==> src/rtl/shift_unit_iter.sv <==
// Iterative LSL/LSR/ASR/ROR unit, STEP bit positions per clock.
// Start/busy/done handshake with ARMv6-M style N/Z/C flag results.
module shift_unit_iter #(
    parameter int WIDTH = 32,
    parameter int AMT_W = 8,
    parameter int STEP  = 1
) (
    input  logic             clk,
    input  logic             rst,
    input  logic             start,
    input  logic             S,
    input  logic [1:0]       stype,
    input  logic [WIDTH-1:0] Rm,
    input  logic [AMT_W-1:0] shift_amt,
    input  logic             carry_in,
    input  logic             zero_in,
    input  logic             neg_in,
    output logic             busy,
    output logic             done,
    output logic [WIDTH-1:0] Rd,
    output logic             carry_out,
    output logic             zero_out,
    output logic             neg_out
);

    localparam int CW = $clog2(WIDTH + 1);
    localparam int IW = $clog2(WIDTH);

    localparam logic [CW-1:0] STEP_C  = CW'(STEP);
    localparam logic [CW-1:0] WIDTH_C = CW'(WIDTH);

    localparam logic [1:0] T_LSL = 2'b00;
    localparam logic [1:0] T_LSR = 2'b01;
    localparam logic [1:0] T_ASR = 2'b10;
    localparam logic [1:0] T_ROR = 2'b11;

    typedef enum logic [1:0] {
        IDLE  = 2'd0,
        SHIFT = 2'd1,
        DONE  = 2'd2
    } state_t;

    state_t           state_q;
    logic [WIDTH-1:0] val_q;
    logic [CW-1:0]    rem_q;
    logic [1:0]       type_q;
    logic             s_q;
    logic             cin_q;
    logic             zin_q;
    logic             nin_q;
    logic             sign_q;
    logic             over_q;
    logic             cout_q;

    logic             busy_q;
    logic             done_q;
    logic [WIDTH-1:0] rd_q;
    logic             carry_q;
    logic             zero_q;
    logic             neg_q;

    logic [31:0]      amt_ext;
    logic             amt_zero;
    logic             amt_over;
    logic [CW-1:0]    e_d;
    logic             c0_d;

    // Effective count at accept: saturate for plain shifts, wrap for ROR.
    always_comb begin
        amt_ext  = 32'(shift_amt);
        amt_zero = (amt_ext == 32'd0);
        amt_over = (amt_ext > 32'(WIDTH));
        if (stype == T_ROR) begin
            e_d = CW'(amt_ext % 32'(WIDTH));
        end else if (amt_over) begin
            e_d = WIDTH_C;
        end else begin
            e_d = CW'(amt_ext);
        end
        c0_d = amt_zero ? carry_in : Rm[WIDTH-1];
    end

    logic [CW-1:0]    k_d;
    logic [CW-1:0]    rem_d;
    logic [WIDTH-1:0] lo_d;
    logic [WIDTH-1:0] hi_d;
    logic [WIDTH-1:0] fill_d;
    logic [WIDTH-1:0] step_d;
    logic             cout_d;
    logic             cfin_d;

    always_comb begin
        k_d    = (rem_q > STEP_C) ? STEP_C : rem_q;
        rem_d  = rem_q - k_d;
        lo_d   = val_q >> k_d;
        hi_d   = val_q << (WIDTH_C - k_d);
        fill_d = ~({WIDTH{1'b1}} >> k_d) & {WIDTH{sign_q}};
        step_d = val_q;
        cout_d = cout_q;
        case (type_q)
            T_LSL: begin
                step_d = hi_d;
                step_d = val_q << k_d;
                cout_d = val_q[IW'(WIDTH_C - k_d)];
            end
            T_LSR: begin
                step_d = lo_d;
                cout_d = val_q[IW'(k_d - CW'(1))];
            end
            T_ASR: begin
                step_d = lo_d | fill_d;
                cout_d = val_q[IW'(k_d - CW'(1))];
            end
            default: begin
                step_d = lo_d | hi_d;
            end
        endcase
    end

    // Over-range LSL/LSR shifts the last set bit out past the carry.
    always_comb begin
        if (type_q == T_ROR) begin
            cfin_d = step_d[WIDTH-1];
        end else if (over_q && (type_q != T_ASR)) begin
            cfin_d = 1'b0;
        end else begin
            cfin_d = cout_d;
        end
    end

    always_ff @(posedge clk) begin
        if (rst) begin
            state_q <= IDLE;
            val_q   <= '0;
            rem_q   <= '0;
            type_q  <= '0;
            s_q     <= 1'b0;
            cin_q   <= 1'b0;
            zin_q   <= 1'b0;
            nin_q   <= 1'b0;
            sign_q  <= 1'b0;
            over_q  <= 1'b0;
            cout_q  <= 1'b0;
            busy_q  <= 1'b0;
            done_q  <= 1'b0;
            rd_q    <= '0;
            carry_q <= 1'b0;
            zero_q  <= 1'b0;
            neg_q   <= 1'b0;
        end else begin
            case (state_q)
                IDLE: begin
                    done_q <= 1'b0;
                    if (start) begin
                        val_q  <= Rm;
                        rem_q  <= e_d;
                        type_q <= stype;
                        s_q    <= S;
                        cin_q  <= carry_in;
                        zin_q  <= zero_in;
                        nin_q  <= neg_in;
                        sign_q <= Rm[WIDTH-1];
                        over_q <= amt_over;
                        cout_q <= carry_in;
                        busy_q <= 1'b1;
                        if (e_d == '0) begin
                            state_q <= DONE;
                            done_q  <= 1'b1;
                            rd_q    <= Rm;
                            carry_q <= S ? c0_d : carry_in;
                            zero_q  <= S ? (Rm == '0) : zero_in;
                            neg_q   <= S ? Rm[WIDTH-1] : neg_in;
                        end else begin
                            state_q <= SHIFT;
                        end
                    end
                end
                SHIFT: begin
                    val_q  <= step_d;
                    rem_q  <= rem_d;
                    cout_q <= cout_d;
                    if (rem_d == '0) begin
                        state_q <= DONE;
                        done_q  <= 1'b1;
                        rd_q    <= step_d;
                        carry_q <= s_q ? cfin_d : cin_q;
                        zero_q  <= s_q ? (step_d == '0) : zin_q;
                        neg_q   <= s_q ? step_d[WIDTH-1] : nin_q;
                    end
                end
                DONE: begin
                    state_q <= IDLE;
                    busy_q  <= 1'b0;
                    done_q  <= 1'b0;
                end
                default: begin
                    state_q <= IDLE;
                    busy_q  <= 1'b0;
                    done_q  <= 1'b0;
                end
            endcase
        end
    end

    assign busy      = busy_q;
    assign done      = done_q;
    assign Rd        = rd_q;
    assign carry_out = carry_q;
    assign zero_out  = zero_q;
    assign neg_out   = neg_q;

endmodule

==> config.mk <==
export PLATFORM = sky130hd
export DESIGN_NAME = shift_unit_iter
export DESIGN_NICKNAME = d
export VERILOG_FILES = /design/src/rtl/shift_unit_iter.sv
export SDC_FILE = /design/constraint.sdc
export NUM_CORES = 1
export LEC_CHECK = 0
export CAP_MARGIN = 20
export CORE_MARGIN = 2
export CORE_UTILIZATION = 30
export CTS_CLUSTER_DIAMETER = 40
export CTS_CLUSTER_SIZE = 40
export DETAILED_ROUTE_END_ITERATION = 8
export SYNTH_ARGS = -nofsm -noshare
export SYNTH_HDL_FRONTEND = slang
export SYNTH_SLANG_ARGS = --single-unit
==> constraint.sdc <==
create_clock -name clk -period 4.18 [get_ports clk]
set_input_delay 0.418 -clock clk [delete_from_list [all_inputs] [get_ports clk]]
set_output_delay 0.418 -clock clk [all_outputs]
set_load 0.01 [all_outputs]
# Word-level counts from Yosys, hierarchy flattened
# Cells that the tools add are included.
[op_classes] add_sub_neg=3 bitwise_logic=5 n_lt_le_gt_ge=4 reduce_logical=15 eq_ne=9 shift=4 n_mux=50
[op_table] op="2-to-1 mux 32 bit" count=4
[op_table] op="one-hot mux 32 bit (2 select lines)" count=2
[op_table] op="one-hot mux 32 bit (3 select lines)" count=1
[op_table] op="logical NOT 32 bit" count=2
[op_table] op="bitwise OR 32 bit" count=2
[op_table] op="left shift 32 x 6 -> 32 bit" count=2
[op_table] op="AND 32 bit" count=1
[op_table] op="inverter 32 bit" count=1
[op_table] op=">> shifter 32 x 6 -> 32 bit" count=1
[op_table] op=">> shifter 32 x 6 -> 32 bit (first input constant)" count=1
[op_table] op="2-to-1 mux 1 bit" count=25
[op_table] op="2-to-1 mux 6 bit" count=4
[op_table] op="one-hot mux 1 bit (2 select lines)" count=7
[op_table] op="logical NOT 6 bit" count=2
[op_table] op="less-than comparator 5 x 6 -> 1 bit (second input constant)" count=2
[op_table] op="one-hot mux 6 bit (2 select lines)" count=1
[op_table] op="binary-select mux 1 bit (select 5 bit)" count=2
[op_table] op="> comparator 8 x 6 -> 1 bit (second input constant)" count=1
[op_table] op="logical NOT 8 bit" count=1
[op_table] op="inequality test 2 bit (second input constant)" count=4
[op_table] op="AND reduction 2 bit" count=4
[op_table] op="== test 2 bit (second input constant)" count=3
[op_table] op="> comparator 6 x 1 -> 1 bit (second input constant)" count=1
[op_table] op="2-to-1 mux 2 bit" count=3
[op_table] op="11 further kinds" count=13
[word_totals] out_inout_bits=37 reg_bits=86

# Logic depth before layout (Yosys ltp)
# Gate-level depths: netlist (run 1).
[logic_depth] word_depth=11 depth_mapped=18 ltp_nobuf=14

# Least setup slack after synthesis (run 1)
# Ideal clock, no wire load.
[synth_timing] kind="register to register" startpoint="register rem_q[4]" endpoint="register zero_q, in the netlist zero_out" required_ns=4.093 slack_ns=0.344 period_less_slack_ns=3.836 setup_ns=0.087 arrival_ns=3.749 path_stages_with_launch=18 path_cell_list="dfxtp_1 buf_2 nor2_2 nand2_4 inv_4 buf_6 buf_4 buf_4 ha_1 clkinv_1 ha_1 inv_1 clkbuf_1 nor2_1 a221o_1 nor3_1 nand4_1 o31ai_1"
[synth_between] elab_chain_len=11 word_cells_on_any_way=20
[synth_rtl] element="start, declared" line="45" rtl="logic [CW-1:0] rem_q;"
[synth_rtl] element="start signal, assigned" line="180" rtl="rem_q <= rem_d;"
[synth_rtl] element="branches (longest 11 deep; another with > comparator 6 x 1 -> 1 bit)"
[synth_rtl] element="end signal, assigned" line="171" rtl="zero_q <= S ? (Rm == '0) : zero_in;"
[synth_rtl] element="end signal, assigned" line="187" rtl="zero_q <= s_q ? (step_d == '0) : zin_q;"
[synth_rtl] element="end, declared" line="59" rtl="logic zero_q;"
# Parallel ways; which one is timed is not known. The select of a mux whose other input is x is not followed.
# A chain may end at the register's enable or synchronous reset.

# Worst setup path after layout (run 1)
[layout_timing] startpoint="register rem_q[1]" endpoint="register zero_q, in the netlist zero_out"
# The elaborated chain is that of the path after synthesis.

==> results.cfg, run 1 <==
[run_status]
outcome = finished clean

[synthesis]
yosys.area.top_type_share = 0.289
synth_edf_count = 0
synth_commonest_cells = nand2_1 (116), dfxtp_1 (85), a21oi_1 (82), nor2_1 (80), clkbuf_1 (43)
synth_top_area_cell = dfxtp_1
syn_inst = 774
synth.most_common_cell = nand2_1
syn_avg_cell_area_um2 = 7.60
synth_cell_types = 72
ys.flop_type = dfxtp_1
ys_ff_latch = 85
yosysWarnings = 0
netlist_area_um2 = 5880
synthArstFlopShare = 0
ys_seq_area_frac = 0.289
synthTopCellsByArea = dfxtp_1 (29%), nand2_1 (7.4%), a21oi_1 (7.0%), mux4_2 (5.4%), nor2_1 (5.1%)

[sta]
finalWorstPathRequiredPeriod_ns = 3.50
tightest_slew_ns = 0.919
maxSlewHeadroom = 0.385
period_share = 0.837
tns_ns = 0
rsz0062_at_grt = no
hold_viol = 0
fmax_mhz = 286
setup_violations = 0
slew_viol_final = 0
skew_ns = 0.00698
holdWs_ns = 0.455

[placed_design]
place_inst = 1079
portBuffers = 85
dp_hpwl_um = 15700
place_congestion = 0.973

[power_and_ir_drop]
seqPwrFrac = 0.233
peakVddDrop_mv = 0.287
p_total_mw = 5.30
pwr-share-comb = 0.611
pwr_density_cell_nw_per_um2 = 732
p_leak_nw = 2.53
p_int_mw = 2.71
swShare = 0.488
switchingPower_mw = 2.59
clockPowerShare = 0.156

[grt]
grt_use_total = 0.214
grt_pass1_vias = 5960
grt-ovfl-total = 0
grt_pass1_wl_um = 34300
antenna_found_initial = 0
grt_max_degree = 86

[setup_path]
crit_required_ns = 4.44
cp_max_fo = 44
reg2reg_slack_ns = 0.68
path_class = reg -> reg
crit_path_end_kind = flip-flop
arrival_ns = 3.76
crit_path_start_kind = flip-flop

[cells_and_area]
n_antenna_cell = 0
final_cell_count_no_fill = 1095
finalNetCount = 883
drive_gt1_frac = 0.0916
area_growth_pct = 23.0
final_util = 0.374

[die]
die_height_um = 144
core-area_um2 = 19300
die_x_um = 144
ios = 86
die_area_um2 = 20700
row_count = 51
initial_core_util = 0.304

[cts]
clock_latency_ns = 0.35
cts_setup_buffers = 0
clkTransAtPathRegs_ns = 0.07
clockRootBuffer = clkbuf_16
cts_max_level = 3
cts_sinks = 85
cts_buffer_depth = 2
cts_tree = done
cts_resized = 0
hold_buffers = 0
cts_buffers = 9

[detailed_routing]
routed_wl_um = 21900
ant_nets = 0
viasPerCell = 5.87
drc = 0
drt-pass1-iter-count = 6
drtIter0Drc = 733
dr_total_vias = 6423
wl_per_cell_um = 20.0

[flow_run]
cap_violations = 0

[worst_hold_path]
min_path_type = reg -> reg
layout by cell type, fill, tap and decap left out, types with 9 or more instances in the layout:
master             n
a211oi_1          24
a21oi_1           82
a221oi_1          17
a22oi_1           14
a31oi_1            9
buf_4             18
clkbuf_16          9
clkdlybuf4s50_1   84
dfxtp_1           85
ha_1               9
inv_1             17
mux2i_1           18
mux4_2            14
nand2_1          116
nand3_1           13
nor2_1            78
nor3_1            18
nor4_1            12
o21a_1            11
o21ai_0           33
cell families (layout without fill, tap and decap cells):
kind of cell             count (synthesis)  count (layout)  share of synthesized area
adder cells (fa/ha/maj)                  9               9                     0.0191
AO/OA/AOI/OAI                          265             265                      0.303
AND/OR/NAND/NOR                        288             288                      0.225
buffers and inverters                   85             139                     0.0623
other                                    2               4                    0.00128
flip-flops                              85              85                      0.289
multiplexers                            40              40                     0.0996
critical path: stages (launching register included):
cell and delay (ns):
dfxtp_1 0.39, nor4_4 0.36, nand2_4 0.10, inv_4 0.06, buf_4 0.47, mux4_2 0.56
mux2_2 0.30, a21o_1 0.20, a221oi_2 0.45, nand4_1 0.23, o31ai_1 0.28
metrics by stage:
step	setup slack [ns]	instance area (um^2)
floorplan	0.344	5890
global placement	0.556	6920
detailed placement	0.551	6930
CTS	0.724	7230
global route	0.380	7230
finish	0.681	7230
power groups by stage:
stage / logic [mW] / registers [mW] / clock network [mW]
after detailed placement: 3.15 / 1.24 / 0
after floorplan: 2.27 / 1.16 / 0
after global routing: 3.50 / 1.26 / 0.873
after CTS: 3.16 / 1.22 / 0.839
final: 3.23 / 1.24 / 0.827
after global placement: 3.18 / 1.24 / 0
area by class of cell:
class	instances	area (um^2)
fillers	2018	12100
multi-input cells	606	3830
flip-flops and latches	85	1700
repair buffers	104	996
well taps	265	332
clock buffers	10	229
inverters	19	73.8
clock inverters	6	71.3
worst paths after layout:
kind         startpoint        to  cells past startpoint
min               nin_q     nin_q                      2
max reg2reg    rem_q[1]  zero_out                     10
min reg2reg       nin_q     nin_q                      2
max            rem_q[1]  zero_out                     10
flip-flops by register name, summed over array words and instances, names as in the netlist:
name,count
Rd,32
val_q,32
rem_q,6
state_q,2
type_q,2
busy,1
carry_out,1
cin_q,1
done,1
neg_out,1
nin_q,1
over_q,1
s_q,1
sign_q,1
zero_out,1
zin_q,1
routing by layer:
layer / GRT usage / routed length (um) / up-vias
met5: 0 / 0 / -
met4: 0.108 / 833 / 0
met3: 0.0278 / 1660 / 48
met2: 0.326 / 9900 / 337
met1: 0.296 / 9530 / 3050
li1: - / - / 2988
No activity file was read; power rests on OpenSTA's default activity.
==> inputs of run 2 (changes only) <==
Clock period 4.18 ns to 2.94 ns, I/O delays scaled along.
==> results.cfg, run 2 (synthesis results as in run 1) <==
[run_status]
outcome = finished clean

[cells_and_area]
final_util = 0.429
drive_gt1_frac = 0.220
final_cell_count_no_fill = 1179
final_common_cell = nand2_1
finalNetCount = 967
final_cell_mix = nand2_1 (116), buf_4 (93), dfxtp_1 (84), clkdlybuf4s50_1 (84), a21oi_1 (81)
fillCellCount = 1945
n_antenna_cell = 0
multi_input_area_um2 = 4170
area_growth_pct = 41.2
seq_area_um2 = 1700

[detailed_routing]
drtIter0Drc = 812
dr_total_vias = 6769
ant_nets = 0
viasPerCell = 5.74
wl_per_cell_um = 20.9
routed_wl_um = 24600
drt-pass1-iter-count = 5
drc = 0

[sta]
period_share = 0.986
maxSlewHeadroom = 0.395
tightest_slew_ns = 0.908
finalWorstPathRequiredPeriod_ns = 2.90
rsz0062_at_grt = yes
slew_viol_final = 0
fmax_mhz = 345
hold_viol = 0
setup_violations = 0
skew_ns = 0.00980

[grt]
grt_pass1_wl_um = 36900
grt_use_total = 0.233
grt_pass1_vias = 6221
grt-ovfl-total = 0
grt_max_degree = 86
antenna_found_initial = 1

[setup_path]
reg2reg_slack_ns = 0.04
arrival_ns = 3.10
crit_required_ns = 3.14
cp_max_fo = 7
reg2reg_depth = 10
crit_path_end_kind = flip-flop
path_class = reg -> reg
r2r-end = Rd[27]
crit_path_start_kind = flip-flop
rr_startpoint = rem_q[0]

[die]
die_area_um2 = 20700
initial_core_util = 0.304
die_height_um = 144
die_x_um = 144
ios = 86
row_count = 51
core-area_um2 = 19300

[placed_design]
place_inst = 1151
place_congestion = 0.962
portBuffers = 85
dp_hpwl_um = 17600

[cts]
cts_max_level = 3
cts_buffers = 9
clkTransAtPathRegs_ns = 0.07
cts_sinks = 85
cts_buffer_depth = 2
clock_latency_ns = 0.36
clockRootBuffer = clkbuf_16
cts_tree = done
hold_buffers = 0

[flow_run]
cap_violations = 0

[worst_hold_path]
whs_endpoint = Rd[21]
worstHoldStart = Rd[21]
hold_depth = 2
min_path_type = reg -> reg

[power_and_ir_drop]
p_total_mw = 9.19
pwr_density_cell_nw_per_um2 = 1110
peakVddDrop_mv = 0.468
p_leak_nw = 3.03
run 2: worst max-delay path: stages (launching register included):
cell and delay (ns):
dfxtp_1 0.34, buf_4 0.17, or4_4 0.62, buf_4 0.22, o21ai_2 0.17, a32oi_2 0.21, a211oi_1 0.35, o311ai_2 0.20
a21oi_2 0.19, or3_1 0.19, a21oi_1 0.08
run 2: area by class of cell:
type,instances,area share
multi-input cells,607,0.502
flip-flops and latches,85,0.205
repair buffers,187,0.202
well taps,265,0.0399
clock buffers,10,0.0288
clock inverters,6,0.0112
inverters,19,0.0110
run 2: worst max path at each step:
stage	slack, ns	start	to	cells after the start
after floorplan	-0.09	rem_q[3]	zero_out	14
after global placement	-0.22	rem_q[0]	zero_out	11
after detailed placement	-0.18	rem_q[0]	zero_out	11
after CTS	0.002	rem_q[0]	zero_out	11
after global routing	-0.07	rem_q[1]	Rd[27]	15
final	0.04	rem_q[0]	Rd[27]	10
run 2: per-stage QoR:
stage / setup slack (ns) / TNS, ns / hold WS (ns) / area, um^2
after CTS: 0.00216 / 0 / 0.456 / 7960
final: 0.0410 / 0 / 0.452 / 8300
after global placement: -0.219 / -0.713 / 0.444 / 7560
after floorplan: -0.0868 / -0.136 / 0.430 / 6030
after detailed placement: -0.176 / -0.820 / 0.447 / 7560
after global routing: -0.0683 / -0.203 / 0.475 / 8300
run 2: power breakdown:
part / switching [mW] / internal (mW) / leakage, nW
registers: 0.327 / 1.39 / 0.698
logic: 3.47 / 2.71 / 2.17
clock network: 0.516 / 0.775 / 0.161
run 2: per-layer routing:
metal | up-vias | track usage | part of all wire
li1 | 3153 | - | -
met5 | - | 0 | 0
met1 | 3199 | 0.322 | 0.43
met2 | 369 | 0.365 | 0.46
met3 | 48 | 0.0397 | 0.077
met4 | 0 | 0.0857 | 0.031
run 2: repair_timing:
action,CTS,global route
buffers inserted,0,12
gates resized for setup,13,48
setup endpoints to repair,24,42
pin swaps,1,19
gates cloned,0,1
==> inputs of run 3 (changes only) <==
==> constraint.sdc (replaced) <==
create_clock -name clk -period 2.94 [get_ports clk]
set_input_delay 0.588 -clock clk [delete_from_list [all_inputs] [get_ports clk]]
set_output_delay 0.588 -clock clk [all_outputs]
set_load 0.01 [all_outputs]
==> results.cfg, run 3 (synthesis results as in run 1) <==
[power_and_ir_drop]
p_total_mw = 9.31
peakVddDrop_mv = 0.472
p_leak_nw = 3.06
seqPwrFrac = 0.186
clockPowerShare = 0.127
swShare = 0.465
switchingPower_mw = 4.33
pwr-share-comb = 0.687
p_int_mw = 4.98
pwr_density_cell_nw_per_um2 = 1110

[sta]
finalWorstPathRequiredPeriod_ns = 3.02
tightest_slew_ns = 0.945
skew_ns = 0.00652
period_share = 1.03
maxSlewHeadroom = 0.365
setup_ws_ns = -0.0830
rsz0062_at_grt = yes
tns_ns = -0.120
slew_viol_final = 0
hold_viol = 0
setup_violations = 3
fmax_mhz = 331

[run_status]
violations = negative setup slack
outcome = finished with violations

[die]
die_x_um = 144
die_area_um2 = 20700
initial_core_util = 0.304
die_height_um = 144
ios = 86
row_count = 51
core-area_um2 = 19300

[cells_and_area]
drive_gt1_frac = 0.224
multi_input_area_um2 = 4170
finalNetCount = 974
n_antenna_cell = 0
seq_area_um2 = 1700
final_cell_mix = nand2_1 (115), buf_4 (94), dfxtp_1 (84), clkdlybuf4s50_1 (84), a21oi_1 (80)
final_cell_count_no_fill = 1185
final_area_um2 = 8390
final_util = 0.434
final_common_cell = nand2_1
fillCellCount = 1920
area_growth_pct = 42.7

[cts]
cts_tree = done
cts_buffer_depth = 2
clock_latency_ns = 0.36
clockRootBuffer = clkbuf_16
clkTransAtPathRegs_ns = 0.07
cts_sinks = 85
cts_buffers = 9
cts_max_level = 3

[detailed_routing]
viasPerCell = 5.77
ant_nets = 0
dr_total_vias = 6840
drc = 0
routed_wl_um = 24200
wl_per_cell_um = 20.4
drt-pass1-iter-count = 6
drtIter0Drc = 818

[grt]
grt_pass1_wl_um = 36500
antenna_found_initial = 0
grt-ovfl-total = 0
grt_max_degree = 86
grt_use_total = 0.230
grt_pass1_vias = 6305

[placed_design]
dpl_cell_area_um2 = 7610
place_congestion = 0.970
place_inst = 1152
portBuffers = 85
dp_hpwl_um = 17400

[setup_path]
crit_path_end_kind = flip-flop
arrival_ns = 3.29
cp_max_fo = 7
path_class = reg -> reg
reg2reg_depth = 12
crit_path_start_kind = flip-flop
crit_required_ns = 3.21

[worst_hold_path]
hold_depth = 2
min_path_type = reg -> reg

[flow_run]
cap_violations = 0
[run 3: through the flow]
stage	hold WS (ns)	setup slack, ns
after global placement	0.445	-0.431
after global routing	0.476	-0.162
after detailed placement	0.449	-0.409
final	0.454	-0.0830
after floorplan	0.432	-0.0868
after CTS	0.458	-0.0827
[run 3: critical path, stage by stage (launching register included)]
cell and delay (ns):
dfxtp_2 0.33, nor4_4 0.35, nand2_4 0.14, ha_4 0.27, buf_6 0.14, buf_12 0.13
mux4_2 0.27, mux2_4 0.28, a21o_1 0.19, a221oi_2 0.25, buf_4 0.16, nand4_1 0.15
o31ai_1 0.28
[run 3: final cells by class]
| type | instances | share of cell area |
|---|---|---|
| timing repair buffer | 194 | 0.215 |
| clock buffer | 9 | 0.0268 |
| tap | 265 | 0.0395 |
| sequential | 85 | 0.203 |
| multi-input combinational | 607 | 0.496 |
| clock inverter | 6 | 0.00850 |
| inverter | 19 | 0.0103 |
[run 3: final timing paths]
path / end / slack [ns] / from
max: zero_out / -0.08 / rem_q[0]
min reg2reg: Rd[18] / 0.45 / Rd[18]
min: Rd[18] / 0.45 / Rd[18]
max reg2reg: zero_out / -0.08 / rem_q[0]
[run 3: metal layers]
| metal | share of wire | vias to the layer above | track usage |
|---|---|---|---|
| li1 | - | 3175 | - |
| met1 | 0.43 | 3248 | 0.318 |
| met2 | 0.45 | 356 | 0.357 |
| met3 | 0.083 | 61 | 0.0368 |
| met4 | 0.033 | 0 | 0.0939 |
| met5 | 0 | - | 0 |
[run 3: power by group through the flow]
stage	logic, mW	clock network (mW)	registers, mW
global placement	5.39	0	1.74
finish	6.40	1.18	1.73
global route	6.78	1.24	1.75
detailed placement	5.34	0	1.73
CTS	5.52	1.19	1.71
floorplan	3.46	0	1.66
[run 3: what timing repair did]
action / CTS / global route
hold buffers: 0 / 0
pin swaps: 4 / 16
cloned: 0 / 2
endpoints found under the setup margin: 37 / 27
hold endpoints to repair: 0 / 0
buffers inserted: 1 / 15
resized for setup: 20 / 42
